## src/rtl/apu_pkg.sv

```systemverilog
// Shared APU frame-sequencer definitions: step type and per-step schedule masks.
package apu_pkg;

  localparam int FS_STEPS = 8;

  typedef logic [2:0] fs_step_t;

  // Bit n set means step n clocks that unit.
  localparam logic [FS_STEPS-1:0] FS_LENGTH_STEPS = 8'b0101_0101;
  localparam logic [FS_STEPS-1:0] FS_SWEEP_STEPS  = 8'b0100_0100;
  localparam logic [FS_STEPS-1:0] FS_ENV_STEPS    = 8'b1000_0000;

endpackage

```

## src/rtl/div_edge_detect.sv

```systemverilog
// Falling-edge detector on the selected DIV tap bit; optional CGB tap mux
// under APU_CGB_DOUBLE_SPEED_EN.
module div_edge_detect #(
  parameter int TAP_NORMAL = 4,
  parameter int TAP_DOUBLE = 5
) (
  input  logic       clk,
  input  logic       reset,
  input  logic       i_cpu_en,
  input  logic [7:0] i_div,
`ifdef APU_CGB_DOUBLE_SPEED_EN
  input  logic       i_double_speed,
`endif
  output logic       o_edge
);

  logic w_tap;
  logic r_div_prev;
  logic w_unused;

`ifdef APU_CGB_DOUBLE_SPEED_EN
  // A speed switch that drops the tap from 1 to 0 is a real edge.
  assign w_tap = i_double_speed ? i_div[TAP_DOUBLE] : i_div[TAP_NORMAL];
`else
  assign w_tap = i_div[TAP_NORMAL];
`endif

  // Only the tap bits matter; fold the rest so they are visibly consumed.
  assign w_unused = ^{i_div, (TAP_DOUBLE > 7)};

  always_ff @(posedge clk) begin
    if (reset) begin
      r_div_prev <= 1'b0;
    end else if (i_cpu_en) begin
      r_div_prev <= w_tap;
    end
  end

  assign o_edge = i_cpu_en & r_div_prev & ~w_tap;

endmodule

```

## src/rtl/apu_frame_sequencer.sv

```systemverilog
// 512 Hz APU frame sequencer: step counter and length/sweep/envelope strobes.
// Optional CGB double-speed tap selection with APU_CGB_DOUBLE_SPEED_EN.
module apu_frame_sequencer
  import apu_pkg::*;
#(
  parameter int TAP_NORMAL = 4,
  parameter int TAP_DOUBLE = 5
) (
  input  logic       clk,
  input  logic       reset,
  input  logic       cpu_en,
  input  logic       apu_on,
  input  logic [7:0] div,
`ifdef APU_CGB_DOUBLE_SPEED_EN
  input  logic       double_speed,
`endif
  output logic       length_clk,
  output logic       sweep_clk,
  output logic       envelope_clk,
  output logic       length_skip,
  output logic [2:0] step
);

  logic     w_edge;
  logic     w_fire;
  fs_step_t r_step;
  logic     r_length_clk;
  logic     r_sweep_clk;
  logic     r_envelope_clk;

  div_edge_detect #(
    .TAP_NORMAL(TAP_NORMAL),
    .TAP_DOUBLE(TAP_DOUBLE)
  ) u_edge (
    .clk           (clk),
    .reset         (reset),
    .i_cpu_en      (cpu_en),
    .i_div         (div),
`ifdef APU_CGB_DOUBLE_SPEED_EN
    .i_double_speed(double_speed),
`endif
    .o_edge        (w_edge)
  );

  assign w_fire = w_edge & apu_on;

  // Powered-off APU parks at step 0 so the first edge after power-on is step 0.
  always_ff @(posedge clk) begin
    if (reset) begin
      r_step         <= '0;
      r_length_clk   <= 1'b0;
      r_sweep_clk    <= 1'b0;
      r_envelope_clk <= 1'b0;
    end else if (cpu_en) begin
      if (!apu_on) begin
        r_step         <= '0;
        r_length_clk   <= 1'b0;
        r_sweep_clk    <= 1'b0;
        r_envelope_clk <= 1'b0;
      end else begin
        r_length_clk   <= w_fire & FS_LENGTH_STEPS[r_step];
        r_sweep_clk    <= w_fire & FS_SWEEP_STEPS[r_step];
        r_envelope_clk <= w_fire & FS_ENV_STEPS[r_step];
        if (w_fire) begin
          r_step <= r_step + 3'd1;
        end
      end
    end
  end

  assign length_clk   = r_length_clk;
  assign sweep_clk    = r_sweep_clk;
  assign envelope_clk = r_envelope_clk;
  assign length_skip  = r_step[0];
  assign step         = r_step;

endmodule

```

## config.mk

```make
export PLATFORM = sky130hd
export DESIGN_NAME = apu_frame_sequencer
export DESIGN_NICKNAME = d
export VERILOG_FILES = /design/src/rtl/apu_pkg.sv /design/src/rtl/div_edge_detect.sv /design/src/rtl/apu_frame_sequencer.sv
export SDC_FILE = /design/constraint.sdc
export NUM_CORES = 1
export LEC_CHECK = 0
export ABC_AREA = 1
export BUFFER_PORTS_ARGS = -buffer_cell sky130_fd_sc_hd__buf_4
export CAP_MARGIN = 5
export CORE_AREA = 2 2 39 41
export DETAILED_ROUTE_END_ITERATION = 10
export DIE_AREA = 0 0 41 43
export GPL_ROUTABILITY_DRIVEN = 0
export PLACE_DENSITY = 0.69
export REMOVE_ABC_BUFFERS = 1
export SYNTH_ARGS = -nofsm -noshare
export SYNTH_HDL_FRONTEND = slang
export SYNTH_SLANG_ARGS = --single-unit
```

## constraint.sdc

```tcl
create_clock -name clk -period 1.16 [get_ports clk]
set_clock_uncertainty 0.15 [all_clocks]
set_input_delay 0.058 -clock clk [delete_from_list [all_inputs] [get_ports clk]]
set_output_delay 0.058 -clock clk [all_outputs]
set_load 0.01 [all_outputs]
```

==> results of run 1 <==
logic make-up after synthesis:
logic type                 synth area share, %
and+or+nand+nor                           29.4
buffers and inverters                     9.18
DFF                                       48.9
AOI/OAI and AO/OA                         9.48
adders and majority gates                 3.06
Yosys cell counts:
master and count:
nand2_1 14, nor2_1 4, nand2_2 2, dfxtp_1 10, nand3_2 1, buf_4 1
ha_1 1, inv_1 8, nand3_1 6, a21oi_1 5, a21oi_2 1, o21ai_0 1
cell usage in the layout (no fill, tap or decap):
cell type	n
nand3_1	4
dfxtp_2	3
dfxtp_1	7
o21ai_0	1
a21oi_2	1
dlygate4sd3_1	5
ha_4	1
inv_1	8
a21oi_1	5
nand3_4	1
nor2_1	3
nor2_2	1
buf_4	13
nand3_2	2
clkbuf_4	3
nand2_2	4
nand2_1	12
layer usage:
metal	routed length (um)	part of all wire, %	vias up
li1	-	-	211
met1	387	44	175
met2	423	48	10
met3	43	4.9	2
met4	19	2.2	0
met5	0	0	-
worst max-delay path, cell delays in order (launching register included):
cell	delay (ns)
dfxtp_2	0.33
ha_4	0.27
nand3_4	0.08
a21oi_2	0.16
nand2_1	0.06
inv_1	0.04
what timing repair did:
| item | 4_1_cts | 5_1_grt |
|---|---|---|
| gates resized for setup | 0 | 10 |
| hold endpoints to repair | 9 | 1 |
| setup endpoints to repair | 0 | 4 |
cell type report:
type                    count  area (sq um)  area share, %
flip-flops and latches     10           204           32.2
inverters                   8          30.0           4.74
repair buffers             18           148           23.3
clock buffers               3          22.5           3.56
well taps                  16          20.0           3.16
multi-input cells          35           209           33.0
worst max path at each step:
stage                endpoint  slack [ns]  depth (start not counted)
CTS                 flip-flop       0.008                          5
detailed placement  flip-flop        0.02                          5
finish              flip-flop        0.02                          5
global route        flip-flop       -0.04                          5
floorplan           flip-flop       -0.09                          5
global placement    flip-flop        0.03                          5
through the flow:
stage	std cells	utilization (%)
after floorplan	53	-
after global placement	82	37.5
after detailed placement	82	37.5
after CTS	90	42.8
after global routing	90	45.8
final	90	45.8
power by group through the flow:
stage / sequential [uW] / combinational [uW] / clock, uW
floorplan: 365 / 24.7 / 0
global placement: 361 / 58.3 / 0
detailed placement: 362 / 59.5 / 0
CTS: 354 / 72.9 / 237
global route: 356 / 89.0 / 245
finish: 356 / 80.7 / 233
==> flow_summary.toml, run 1 <==
[outcome]
status = "finished with violations"
failed_checks = "hold timing"

[global_route]
grt_pass1_vias = 357
track_usage_pct = 11.4
grt_pass1_wl_mm = 1.36
grt_use_met3_pct = 3.14
use_met1_pct = 13.1
grtUsageMet2_pct = 18.1
grt_max_degree = 7
overflow = 0
top_usage_layer = "met2"
antenna_found_initial = 0

[placement]
dp_hpwl_um = 624
port_buffers = 11
place_ws_ns = 0.0173
placed_area_sq_um = 519

[sta]
period_needed_ns = 1.14
tightest_slew_ns = 0.194
setup_viol = 0
final-hold-violation-count = 1
period_share_pct = 98.3
finalSetupTns_ns = 0
max-slew-margin-rel_pct = 87.0
fmax_mhz = 877
grt_setup_unrepaired = "yes"
drv_slew = 0
setup_ws_ns = 0.0192
whs_ns = -0.0687

[power_and_ir_drop]
switchingPower_uw = 159
p_leak_uw = 0.000299
p_comb_share_pct = 12.1
p_seq_share_pct = 53.2
p_clk_share_pct = 34.7
vdd_ir_drop_max_mv = 0.609
p_total_uw = 669
internal_power_uw = 511
switching_share_pct = 23.7
power_density_mw_per_mm2 = 1060

[detailed_routing]
via_count = 398
route.detailed.drc = 0
first_pass_iters = 4
ant_nets = 0
wirelength_um = 873
wl_per_cell_um = 9.70
viasPerCell = 4.42
drt-initial-drc-count = 7

[layout]
nNetsFinal = 89
drive_gt1_share_pct = 39.2
antenna_cells = 0
syn_to_final_growth_pct = 54.7
finalInstanceArea_sq_um = 633
nFillCells = 132

[clocking]
clock_latency_ns = 0.26
clockBufferDepth = 2
cts_hold_buf = 5
cts_tree = "built"
root_buffer = "clkbuf_4"
htreeDepth = 1
cts.clk_slew.worst_paths_ns = 0.06
post_cts_buffers = 0
cts-buffers-inserted = 3
cts.sinks = 10

[synth]
synth_cells = 54
seq_area_frac_synth_pct = 48.9
synth.distinct_cells = 12
syn_avg_cell_area_sq_um = 7.58
synth_top_area_cell = "dfxtp_1"
yosysWarnings = 0
netlist.area_leader.share_pct = 48.9
ys_ff_latch = 10
syn_area_sq_um = 409
yosys-top-cells-area = "dfxtp_1 (49%), nand2_1 (13%), nand3_1 (7.3%)"

[worst_setup_path]
cp_max_fo = 2
critical_path_class = "flip-flop to flip-flop"
r2r_start = "step[1]$_SDFFE_PP0N_"
cp-end-kind = "flip-flop"
reg2reg_depth = 5
r2r_slack_ns = 0.02
cp_data_required_time_ns = 1.22
crit_path_start = "step[1]$_SDFFE_PP0N_"
cp.arrival_ns = 1.21
crit_path_start_kind = "flip-flop"

[min_path]
whs_path_depth = 4
min_from = "div[4]"
min_path_type = "input pin to flip-flop"
min_to = "step[1]$_SDFFE_PP0N_"

[floorplanning]
start_util_pct = 29.6
die_y_um = 43
die_w_um = 41
coreArea_sq_mm = 0.00138
die-area_sq_mm = 0.00176
rows = 14
ios = 19

[run]
drv_cap = 0
Note: power is estimated with default switching activity, not from simulation.
==> inputs of run 2 (changes only) <==
Settings changed: BUFFER_PORTS_ARGS -buffer_cell sky130_fd_sc_hd__buf_4 to not set, DONT_BUFFER_PORTS set to 1, PLACE_DENSITY 0.69 to 0.56.
==> run 2 against run 1 <==
The flow still finishes with violations (hold timing). Largest power group unchanged. Critical path depth rose by 2. Sequential share of layout area up 3.8 points. Combinational power shrank 23%. Hold slack got worse by 0.21 ns. Wire length is 2.3% lower. Clock power rose by 35%. Utilization shrank 4.9 points. Die area unchanged.
==> flow_summary.toml, run 2 (synthesized netlist as in run 1, its figures left out) <==
[outcome]
status = "finished with violations"
failed_checks = "hold timing"

[run]
drv_cap = 0

[layout]
post-route-util_pct = 40.9
antenna_cells = 0
final_common_cell = "nand2_1"
drive_gt1_share_pct = 29.7
syn_to_final_growth_pct = 38.2
most-common-layout-cells = "nand2_1 (12), inv_1 (8), dfxtp_1 (7)"
nFillCells = 139
nNetsFinal = 78

[sta]
tightest_slew_ns = 0.247
period_share_pct = 99.1
max-slew-margin-rel_pct = 83.5
final-hold-violation-count = 8
whs_ns = -0.283
fmax_mhz = 870
grt_setup_unrepaired = "yes"
setup_viol = 0
drv_slew = 0
period_needed_ns = 1.15

[clocking]
cts.sinks = 10
cts-buffers-inserted = 3
cts.clk_slew.worst_paths_ns = 0.07
cts_tree = "built"
htreeDepth = 1
post_cts_buffers = 0
clockBufferDepth = 2
root_buffer = "clkbuf_4"
clock_latency_ns = 0.26

[floorplanning]
die_w_um = 41
ios = 19
rows = 14
coreArea_sq_mm = 0.00138
start_util_pct = 29.6
die_y_um = 43
die-area_sq_mm = 0.00176

[worst_setup_path]
cp-end-kind = "flip-flop"
crit_path_start_kind = "flip-flop"
critical_path_class = "flip-flop to flip-flop"
cp_data_required_time_ns = 1.17
cp.arrival_ns = 1.16
cp_max_fo = 4
reg2reg_depth = 7
crit_path_start = "step[0]$_SDFFE_PP0N_"
r2r_start = "step[0]$_SDFFE_PP0N_"
r2r_slack_ns = 0.01

[global_route]
track_usage_pct = 10.9
overflow = 0
grt_pass1_vias = 320
grt_pass1_wl_mm = 1.24
grt_max_degree = 8
antenna_found_initial = 0

[detailed_routing]
wl_per_cell_um = 10.7
drt-initial-drc-count = 11
route.detailed.drc = 0
viasPerCell = 4.61
wirelength_um = 853
ant_nets = 0
first_pass_iters = 2
via_count = 369

[power_and_ir_drop]
power_density_mw_per_mm2 = 1300
p_leak_uw = 0.000248
vdd_ir_drop_max_mv = 0.432
p_total_uw = 733

[min_path]
min_path_type = "input pin to flip-flop"

[placement]
dp_hpwl_um = 579
port_buffers = 0
## run 2: changes by cell type in the layout (fill, tap and decap cells not counted), sizes merged
cell	delta
buf	-11
clkbuf	+1
## run 2: metrics by stage
step / std cells / TNS, ns / worst slack [ns] / area [sq um] / hold WS [ns]
global route: 80 / -0.0579 / -0.0404 / 566 / -0.282
finish: 80 / 0 / 0.0110 / 566 / -0.283
CTS: 79 / 0 / 0.00220 / 537 / -0.283
detailed placement: 71 / 0 / 0.0146 / 437 / -0.0203
floorplan: 53 / -0.156 / -0.0907 / 402 / -0.0236
global placement: 71 / 0 / 0.0156 / 437 / -0.0207
## run 2: area by class of cell
type | instances | area (sq um) | share of cell area [%]
Clock buffer | 4 | 36.3 | 6.42
Timing Repair Buffer | 7 | 68.8 | 12.2
Sequential cell | 10 | 204 | 36.1
Inverter | 8 | 30.0 | 5.31
Multi-Input combinational cell | 35 | 206 | 36.5
Tap cell | 16 | 20.0 | 3.54
## run 2: worst max-delay path: stages, from the launching register on
cell	delay (ns)
dfxtp_2	0.34
buf_6	0.13
nor2_1	0.11
nand2_1	0.08
nand2_2	0.08
nand2_2	0.06
nand2_1	0.06
inv_1	0.03
## run 2: what timing repair did
| item | CTS | global route |
|---|---|---|
| setup endpoints to repair | 2 | 5 |
| cloned | 0 | 0 |
| pin swaps | 3 | 3 |
| resized for setup | 5 | 6 |
| hold endpoints to repair | 10 | 8 |
| hold buffers | 4 | 1 |
## run 2: layer usage
layer	GRT usage (%)	vias up	share of wire, %
met5	0	-	0
met3	3.14	2	1.4
met4	8.00	0	0.82
li1	-	191	-
met2	17.8	3	56
met1	10.7	173	41
## run 2: how the worst min path moves through the flow
stage	slack [ns]	depth (start not counted)	end	from
final	-0.28	1	u_edge.r_div_prev$_SDFFE_PP0P_	cpu_en
after CTS	-0.28	1	u_edge.r_div_prev$_SDFFE_PP0P_	cpu_en
after detailed placement	-0.02	1	length_clk$_SDFFE_PP0P_	reset
after global routing	-0.28	1	u_edge.r_div_prev$_SDFFE_PP0P_	cpu_en
after global placement	-0.02	1	envelope_clk$_SDFFE_PP0P_	reset
after floorplan	-0.02	1	step[1]$_SDFFE_PP0N_	reset
## run 2: power breakdown
group / internal (uW) / switching, uW
clock network: 190 / 124
registers: 351 / 5.37
logic: 28.0 / 34.4
total: 569 / 164
